## src/rtl/led_pkg.sv

```systemverilog
// Shared constants and types for the water-LED pattern generator and its PWM fade stage.
package led_pkg;

    localparam int LED_NUM = 8;

    typedef logic [LED_NUM-1:0] led_vec_t;

    localparam int PWM_BITS_DEF  = 8;
    localparam int FADE_DIV_DEF  = 78125;   // 3.125 ms fade tick at 25 MHz
    localparam int FADE_STEP_DEF = 8;

    // 32 fade ticks make one 100 ms pattern step, so the trail is one position long.
    localparam int STEP_DIV_100MS = 32 * FADE_DIV_DEF;

endpackage

```

## src/rtl/led_pwm_chan.sv

```systemverilog
// One LED channel: fading brightness level, period-aligned shadow duty and PWM compare.
// Define LED_FADE_GAMMA_EN to map level to duty through a squaring (perceptual) curve.
module led_pwm_chan
    import led_pkg::*;
#(
    parameter int PWM_BITS  = PWM_BITS_DEF,
    parameter int FADE_STEP = FADE_STEP_DEF
) (
    input  logic                clk,
    input  logic                rst_n,
    input  logic                pat,
    input  logic                fade_tick,
    input  logic                load,
    input  logic [PWM_BITS-1:0] pwm_cnt,
    output logic                raw
);

    localparam logic [PWM_BITS-1:0] MAX  = {PWM_BITS{1'b1}};
    localparam logic [PWM_BITS-1:0] STEP = PWM_BITS'(FADE_STEP);

    logic [PWM_BITS-1:0] level;
    logic [PWM_BITS-1:0] duty;
    logic [PWM_BITS-1:0] duty_map;

`ifdef LED_FADE_GAMMA_EN
    logic [2*PWM_BITS-1:0] level_sq;

    // Full-on is special-cased so a lit LED stays constantly on.
    always_comb begin
        level_sq = {{PWM_BITS{1'b0}}, level} * {{PWM_BITS{1'b0}}, level};
        duty_map = (level == MAX) ? MAX : level_sq[2*PWM_BITS-1:PWM_BITS];
    end
`else
    assign duty_map = level;
`endif

    always_ff @(posedge clk) begin
        if (!rst_n) begin
            level <= '0;
            duty  <= '0;
        end else begin
            // A lit bit always wins over a fade tick in the same cycle.
            if (pat) begin
                level <= MAX;
            end else if (fade_tick) begin
                level <= (level >= STEP) ? (level - STEP) : '0;
            end
            if (load) begin
                duty <= duty_map;
            end
        end
    end

    assign raw = (pwm_cnt < duty);

endmodule

```

## src/rtl/led_fade_pwm.sv

```systemverilog
// Per-LED PWM driver with linear fade-out trail behind the upstream on/off pattern.
// Optional macro LED_FADE_GAMMA_EN selects the gamma-corrected duty mapping in each channel.
module led_fade_pwm
    import led_pkg::*;
#(
    parameter int PWM_BITS   = PWM_BITS_DEF,
    parameter int FADE_DIV   = FADE_DIV_DEF,
    parameter int FADE_STEP  = FADE_STEP_DEF,
    parameter bit ACTIVE_LOW = 1'b0
) (
    input  logic     clk,
    input  logic     rst_n,
    input  led_vec_t pattern_in,
    output led_vec_t led_out,
    output logic     pwm_sync
);

    localparam int FW = (FADE_DIV > 1) ? $clog2(FADE_DIV) : 1;
    localparam logic [FW-1:0]       FADE_LAST = FW'(FADE_DIV - 1);
    localparam logic [PWM_BITS-1:0] PWM_LAST  = {{(PWM_BITS-1){1'b1}}, 1'b0};

    led_vec_t            pat_q;
    led_vec_t            raw;
    logic [FW-1:0]       fade_cnt;
    logic [PWM_BITS-1:0] pwm_cnt;
    logic                fade_tick;
    logic                load;

    assign fade_tick = (fade_cnt == FADE_LAST);
    // Period is MAX clocks, so the shadow load happens on count MAX-1.
    assign load      = (pwm_cnt == PWM_LAST);

    always_ff @(posedge clk) begin
        if (!rst_n) begin
            pat_q    <= '0;
            fade_cnt <= '0;
            pwm_cnt  <= '0;
            led_out  <= {LED_NUM{ACTIVE_LOW}};
            pwm_sync <= 1'b0;
        end else begin
            pat_q    <= pattern_in;
            fade_cnt <= fade_tick ? '0 : fade_cnt + 1'b1;
            pwm_cnt  <= load ? '0 : pwm_cnt + 1'b1;
            led_out  <= raw ^ {LED_NUM{ACTIVE_LOW}};
            pwm_sync <= (pwm_cnt == '0);
        end
    end

    for (genvar i = 0; i < LED_NUM; i++) begin : g_chan
        led_pwm_chan #(
            .PWM_BITS  (PWM_BITS),
            .FADE_STEP (FADE_STEP)
        ) u_chan (
            .clk       (clk),
            .rst_n     (rst_n),
            .pat       (pat_q[i]),
            .fade_tick (fade_tick),
            .load      (load),
            .pwm_cnt   (pwm_cnt),
            .raw       (raw[i])
        );
    end

endmodule

```

## config.mk

```make
export PLATFORM = sky130hd
export DESIGN_NAME = led_fade_pwm
export DESIGN_NICKNAME = d
export VERILOG_FILES = /design/src/rtl/led_pkg.sv /design/src/rtl/led_pwm_chan.sv /design/src/rtl/led_fade_pwm.sv
export SDC_FILE = /design/constraint.sdc
export NUM_CORES = 1
export LEC_CHECK = 0
export CAP_MARGIN = 20
export CORE_UTILIZATION = 55
export CTS_CLUSTER_DIAMETER = 120
export DETAILED_ROUTE_END_ITERATION = 10
export MAX_ROUTING_LAYER = met4
export PLACE_DENSITY = 0.77
export RECOVER_POWER = 50
export SLEW_MARGIN = 20
export SYNTH_ARGS = -nofsm -noshare
export SYNTH_HDL_FRONTEND = slang
export SYNTH_SLANG_ARGS = --single-unit
```

## constraint.sdc

```tcl
create_clock -name clk -period 2.3 [get_ports clk]
set_input_delay 0.23 -clock clk [delete_from_list [all_inputs] [get_ports clk]]
set_output_delay 0.23 -clock clk [all_outputs]
set_load 0.05 [all_outputs]
```

==> flow_metrics.py, run 1 <==
metrics = {
    "power_and_ir_drop": {
        "worst_ir_drop_vdd_mv": 0.542,
        "power_uw": 6070,
        "leakagePower_uw": 0.00294,
        "power.density_mw_per_mm2": 762,
    },
    "clocking": {
        "path_clk_slew_ps": 60,
        "post_cts_resized": 0,
        "holdBufCountCts": 0,
        "cts_buffer_depth": 2,
        "cts_tree": "yes",
        "cts.sinks": 138,
        "cts_buffers": 17,
        "cts-root-buf": "clkbuf_16",
        "cts_htree_levels": 4,
        "cts_setup_buffers": 0,
        "clk_latency_ps": 430,
    },
    "global_routing": {
        "grt_usage_pct": 26.5,
        "globalRouteOverflowTotal": 0,
        "grt_pass1_wl_um": 26600,
        "grt_pass1_vias": 5729,
        "grt_max_degree": 49,
        "antenna_found_initial": 0,
    },
    "timing": {
        "hold_viol_final": 0,
        "clock_skew_ps": 6.32,
        "timing.hold.ws_ps": 385,
        "final.min_clock_period_ps": 1890,
        "fin_setup_tns_ps": 0,
        "fin_crit_sh_pct": 82.1,
        "layout_setup_ws_ps": 412,
        "worstMarginPinSlew_ps": 963,
        "max_clock_freq_mhz": 530,
        "grt_setup_unrepaired": "false",
        "drv_slew": 0,
        "slew_headroom_pct": 35.8,
        "setup_violations": 0,
    },
    "die": {
        "die_area_mm2": 0.0131,
        "die_y_um": 114,
        "fp.coreArea_mm2": 0.0122,
        "initial_core_util_pct": 57.0,
        "num_io_pins": 19,
        "die_w_um": 114,
        "row_count": 40,
    },
    "drt": {
        "routed_wirelength_um": 15100,
        "drc": 0,
        "via_per_inst": 5.74,
        "antenna_left": 0,
        "drt_first_pass_iters": 5,
        "vias": 5783,
        "drt_first_iter_violations": 411,
        "post_drt_wl_per_cell_um": 14.9,
    },
    "place": {
        "gp_congestion": 0.874,
        "place_ws_ps": 450,
        "port-buffer-count": 18,
        "hpwlAfterDp_um": 10000,
        "dp_cells": 976,
    },
    "setup_path": {
        "worstPathArrival_ps": 2240,
        "worstSetupPathType": "in2reg",
        "cp_max_fo": 38,
        "worstPathRequired_ps": 2650,
        "end_kind": "flip-flop",
        "critPathLaunchType": "primary input",
    },
    "synth": {
        "netlist-cell-type-count": 43,
        "synthFlopType": "dfxtp_1",
        "yosysWarnings": 0,
        "synth.cell_area_mm2": 0.00693,
        "yosysTopAreaCell": "dfxtp_1",
        "synth-seq-cells": 138,
        "syn_nets": 885,
        "syn_avg_cell_area_um2": 8.60,
        "ys_seq_area_share_pct": 39.9,
        "synth_top_area_share_pct": 39.9,
        "synthTopCellsByArea": "dfxtp_1 40%, ha_1 12%, nand2_1 5.7%",
        "synthArstFlopShare_pct": 0,
        "synth_edf_count": 0,
        "synthCells": 806,
    },
    "run_status": {
        "outcome": "completed",
    },
    "final_layout": {
        "diodes": 0,
        "drive_above_1_share_pct": 6.08,
        "regArea_mm2": 0.00276,
        "n_fill_cell": 1003,
        "syn_to_final_growth_pct": 15.0,
        "layout.cells.non_filler": 1007,
        "multi_input_area_mm2": 0.00372,
        "layout.nets": 906,
    },
    "job": {
        "drv_cap": 0,
    },
    "worst_hold_path": {
        "hold_class": "in2reg",
    },
}
flip-flops by register name, summed over array words and instances, names as in the netlist:
signal and flops:
pat_q 8, g_chan.u_chan.duty 48, g_chan.u_chan.duty_map 48, led_out 8
pwm_sync 1, pwm_cnt 8, fade_cnt 17
power by group:
| group | switching [µW] | leakage, µW | total, µW | internal (µW) |
|---|---|---|---|---|
| sequential | 92.5 | 0.00113 | 2570 | 2480 |
| clock | 996 | 0.000314 | 3010 | 2010 |
| combinational | 273 | 0.00150 | 489 | 215 |
path summary, 6_finish.rpt:
kind                                                             from                                        end  slack (ps)  depth (start not counted)
worst min-delay path                                    pattern_in[3]                        pat_q[3]$_SDFF_PN0_         380                          2
worst max register to register                 fade_cnt[0]$_SDFF_PP0_  g_chan[5].u_chan.duty_map[7]$_SDFFE_PN0P_         430                          7
worst min register to register  g_chan[2].u_chan.duty[3]$_SDFFE_PN0N_      g_chan[2].u_chan.duty[3]$_SDFFE_PN0N_         460                          2
worst max-delay path                                            rst_n                      pwm_cnt[6]$_SDFF_PP0_         410                          4
placed cells by master (no fill, tap or decap), types with 18 or more instances in the layout:
cell,n
a21boi_0,18
a21oi_1,54
dfxtp_1,138
ha_1,69
inv_1,78
nand2_1,105
nor2_1,56
o31a_1,26
synth_stat cells (16+ instances only):
master      n
nor2_1     57
ha_1       69
a211oi_1   16
o21ai_0    16
a21oi_1    54
dfxtp_1   138
clkbuf_1   23
a21boi_0   18
nand2b_1   17
nand2_1   105
o21a_1     16
and3_1     17
inv_1      78
o31a_1     26
area by class of cell:
class	count	area share [%]
Multi-Input combinational cell	556	46.7
Tap cell	168	2.64
Clock buffer	17	5.34
Sequential cell	138	34.7
Clock inverter	14	2.86
Timing Repair Buffer	35	4.08
Inverter	79	3.72
critical path, stage by stage:
cell and delay (ps):
clkbuf_1 700, clkbuf_2 780, nand2_1 340, nor2_1 180
per-layer routing:
layer | up-vias | global-route usage [%] | share of wire (%)
met5 | - | - | 0
met4 | 0 | 9.61 | 1.6
met2 | 151 | 42.0 | 47
met3 | 25 | 5.56 | 5.1
met1 | 2716 | 33.3 | 46
li1 | 2891 | - | -
cells by family after synthesis:
group / Yosys count / synth area share, %
AOI/OAI and AO/OA: 192 / 19.3
xor gates and xnor gates: 19 / 2.40
adders and majority gates: 69 / 12.5
buffers and inverters: 112 / 6.37
DFF: 138 / 39.9
muxes: 1 / 0.144
and+or+nand+nor: 275 / 19.5
stage by stage:
stage,util (%),area [µm²]
2_1_floorplan,-,6930
3_3_place_gp,60.3,7340
3_5_place_dp,60.3,7340
4_1_cts,65.7,7990
5_1_grt,65.5,7970
6_report,65.5,7970
(Power assumes the default switching activity.)
==> run 2, diff against run 1 <==
==> constraint.sdc (replaced) <==
create_clock -name clk -period 1.8 [get_ports clk]
set_input_delay 0.18 -clock clk [delete_from_list [all_inputs] [get_ports clk]]
set_output_delay 0.18 -clock clk [all_outputs]
set_load 0.05 [all_outputs]
==> flow_metrics.py, run 2 (synthesis gave the netlist of run 1 again) <==
metrics = {
    "setup_path": {
        "reg2reg_from": "fade_cnt[0]$_SDFF_PP0_",
        "cp_max_fo": 12,
        "reg2reg_slack_ps": 20,
        "worstPathArrival_ps": 2070,
        "end_kind": "flip-flop",
        "worstSetupPathType": "reg2reg",
        "critPathLaunchType": "flip-flop",
        "worstPathRequired_ps": 2100,
        "r2r_cells": 7,
        "r2r-end": "g_chan[6].u_chan.duty_map[6]$_SDFFE_PN0P_",
    },
    "final_layout": {
        "finish.utilization_pct": 66.3,
        "final_cell_mix": "136 x dfxtp_1, 104 x nand2_1, 78 x inv_1",
        "diodes": 0,
        "syn_to_final_growth_pct": 16.3,
        "drive_above_1_share_pct": 8.00,
        "n_fill_cell": 968,
        "layout.nets": 920,
        "final_common_cell": "dfxtp_1",
    },
    "drt": {
        "via_per_inst": 5.83,
        "antenna_left": 0,
        "vias": 5936,
        "drt_first_iter_violations": 453,
        "drt_first_pass_iters": 6,
        "routed_wirelength_um": 16200,
        "post_drt_wl_per_cell_um": 15.9,
        "drc": 0,
    },
    "die": {
        "row_count": 40,
        "die_y_um": 114,
        "die_area_mm2": 0.0131,
        "num_io_pins": 19,
        "fp.coreArea_mm2": 0.0122,
        "initial_core_util_pct": 57.0,
        "die_w_um": 114,
    },
    "timing": {
        "hold_viol_final": 0,
        "setup_violations": 0,
        "slew_headroom_pct": 17.2,
        "clock_skew_ps": 7.18,
        "worstMarginPinSlew_ps": 1240,
        "timing.hold.ws_ps": 162,
        "fin_setup_tns_ps": 0,
        "fin_crit_sh_pct": 98.6,
        "drv_slew": 0,
        "grt_setup_unrepaired": "true",
        "layout_setup_ws_ps": 24.7,
        "max_clock_freq_mhz": 563,
        "final.min_clock_period_ps": 1780,
    },
    "clocking": {
        "cts-root-buf": "clkbuf_16",
        "cts.sinks": 138,
        "cts_tree": "yes",
        "cts_htree_levels": 4,
        "cts_buffers": 17,
        "path_clk_slew_ps": 50,
        "clk_latency_ps": 420,
        "cts_buffer_depth": 2,
        "holdBufCountCts": 0,
    },
    "worst_hold_path": {
        "min_path_cells": 3,
        "hp-start": "rst_n",
        "hold_end": "fade_cnt[15]$_SDFF_PP0_",
        "hold_class": "in2reg",
    },
    "global_routing": {
        "grt_max_degree": 51,
        "grt_pass1_vias": 5619,
        "globalRouteOverflowTotal": 0,
        "grt_pass1_wl_um": 26100,
        "grt_usage_pct": 26.0,
        "antenna_found_initial": 0,
    },
    "run_status": {
        "outcome": "completed",
    },
    "place": {
        "place_ws_ps": 34.1,
        "gp_congestion": 0.870,
        "port-buffer-count": 18,
        "hpwlAfterDp_um": 10700,
    },
    "power_and_ir_drop": {
        "leakagePower_uw": 0.00301,
        "worst_ir_drop_vdd_mv": 0.586,
        "power_uw": 7040,
        "power.density_mw_per_mm2": 873,
    },
    "job": {
        "drv_cap": 0,
    },
}
-- run 2: cell count changes in the layout (fill, tap and decap cells not counted), moves of 3 or more --
cell | previous run | this run
buf_4 | 10 | 19
bufinv_16 | 6 | 0
clkbuf_8 | 0 | 5
buf_12 | 3 | 6
clkinvlp_4 | 3 | 0
-- run 2: layout make-up --
class	instances	area, µm²	share of cell area [%]
clock buffers	25	505	6.27
clock inverters	3	15.0	0.186
inverters	79	297	3.68
multi-input cells	556	3760	46.6
flip-flops and latches	138	2770	34.3
well taps	168	210	2.61
repair buffers	49	510	6.33
-- run 2: metrics by stage --
| stage | area (µm²) | instances |
|---|---|---|
| 2_1_floorplan | 6930 | 806 |
| 3_3_place_gp | 7450 | 986 |
| 3_5_place_dp | 7450 | 986 |
| 4_1_cts | 7970 | 1014 |
| 5_1_grt | 8060 | 1018 |
| 6_report | 8060 | 1018 |
-- run 2: layer usage --
layer	part of all wire (%)	GRT usage, %
met4	1.7	10.9
met2	47	39.9
met1	47	33.0
met5	0	-
met3	4.9	5.93
-- run 2: worst max-delay path by stage --
stage               slack, ps                                         to  cells past startpoint              startpoint
floorplan                  60                      pwm_cnt[2]$_SDFF_PP0_                      9   pwm_cnt[0]$_SDFF_PP0_
global route              -80  g_chan[6].u_chan.duty_map[6]$_SDFFE_PN0P_                      7  fade_cnt[0]$_SDFF_PP0_
detailed placement         30  g_chan[6].u_chan.duty_map[6]$_SDFFE_PN0P_                      7  fade_cnt[0]$_SDFF_PP0_
global placement          120  g_chan[1].u_chan.duty_map[6]$_SDFFE_PN0P_                      7  fade_cnt[0]$_SDFF_PP0_
CTS                        20  g_chan[6].u_chan.duty_map[6]$_SDFFE_PN0P_                      7  fade_cnt[0]$_SDFF_PP0_
finish                     20  g_chan[6].u_chan.duty_map[6]$_SDFFE_PN0P_                      7  fade_cnt[0]$_SDFF_PP0_
-- run 2: worst max-delay path, stage by stage (launching register included) --
cell and delay (ps):
dfxtp_2 320, inv_1 50, ha_1 130, and4b_1 260, and4_4 320, buf_12 150, a21boi_0 100, o31a_1 320
-- run 2: timing repair --
action | CTS | global route
buffers inserted | 0 | 1
setup endpoints to repair | 0 | 38
resized for setup | 0 | 10
-- run 2: power by group --
group / internal, µW / switching [µW]
sequential: 3170 / 120
combinational: 286 / 356
clock: 1900 / 1200
total: 5360 / 1670
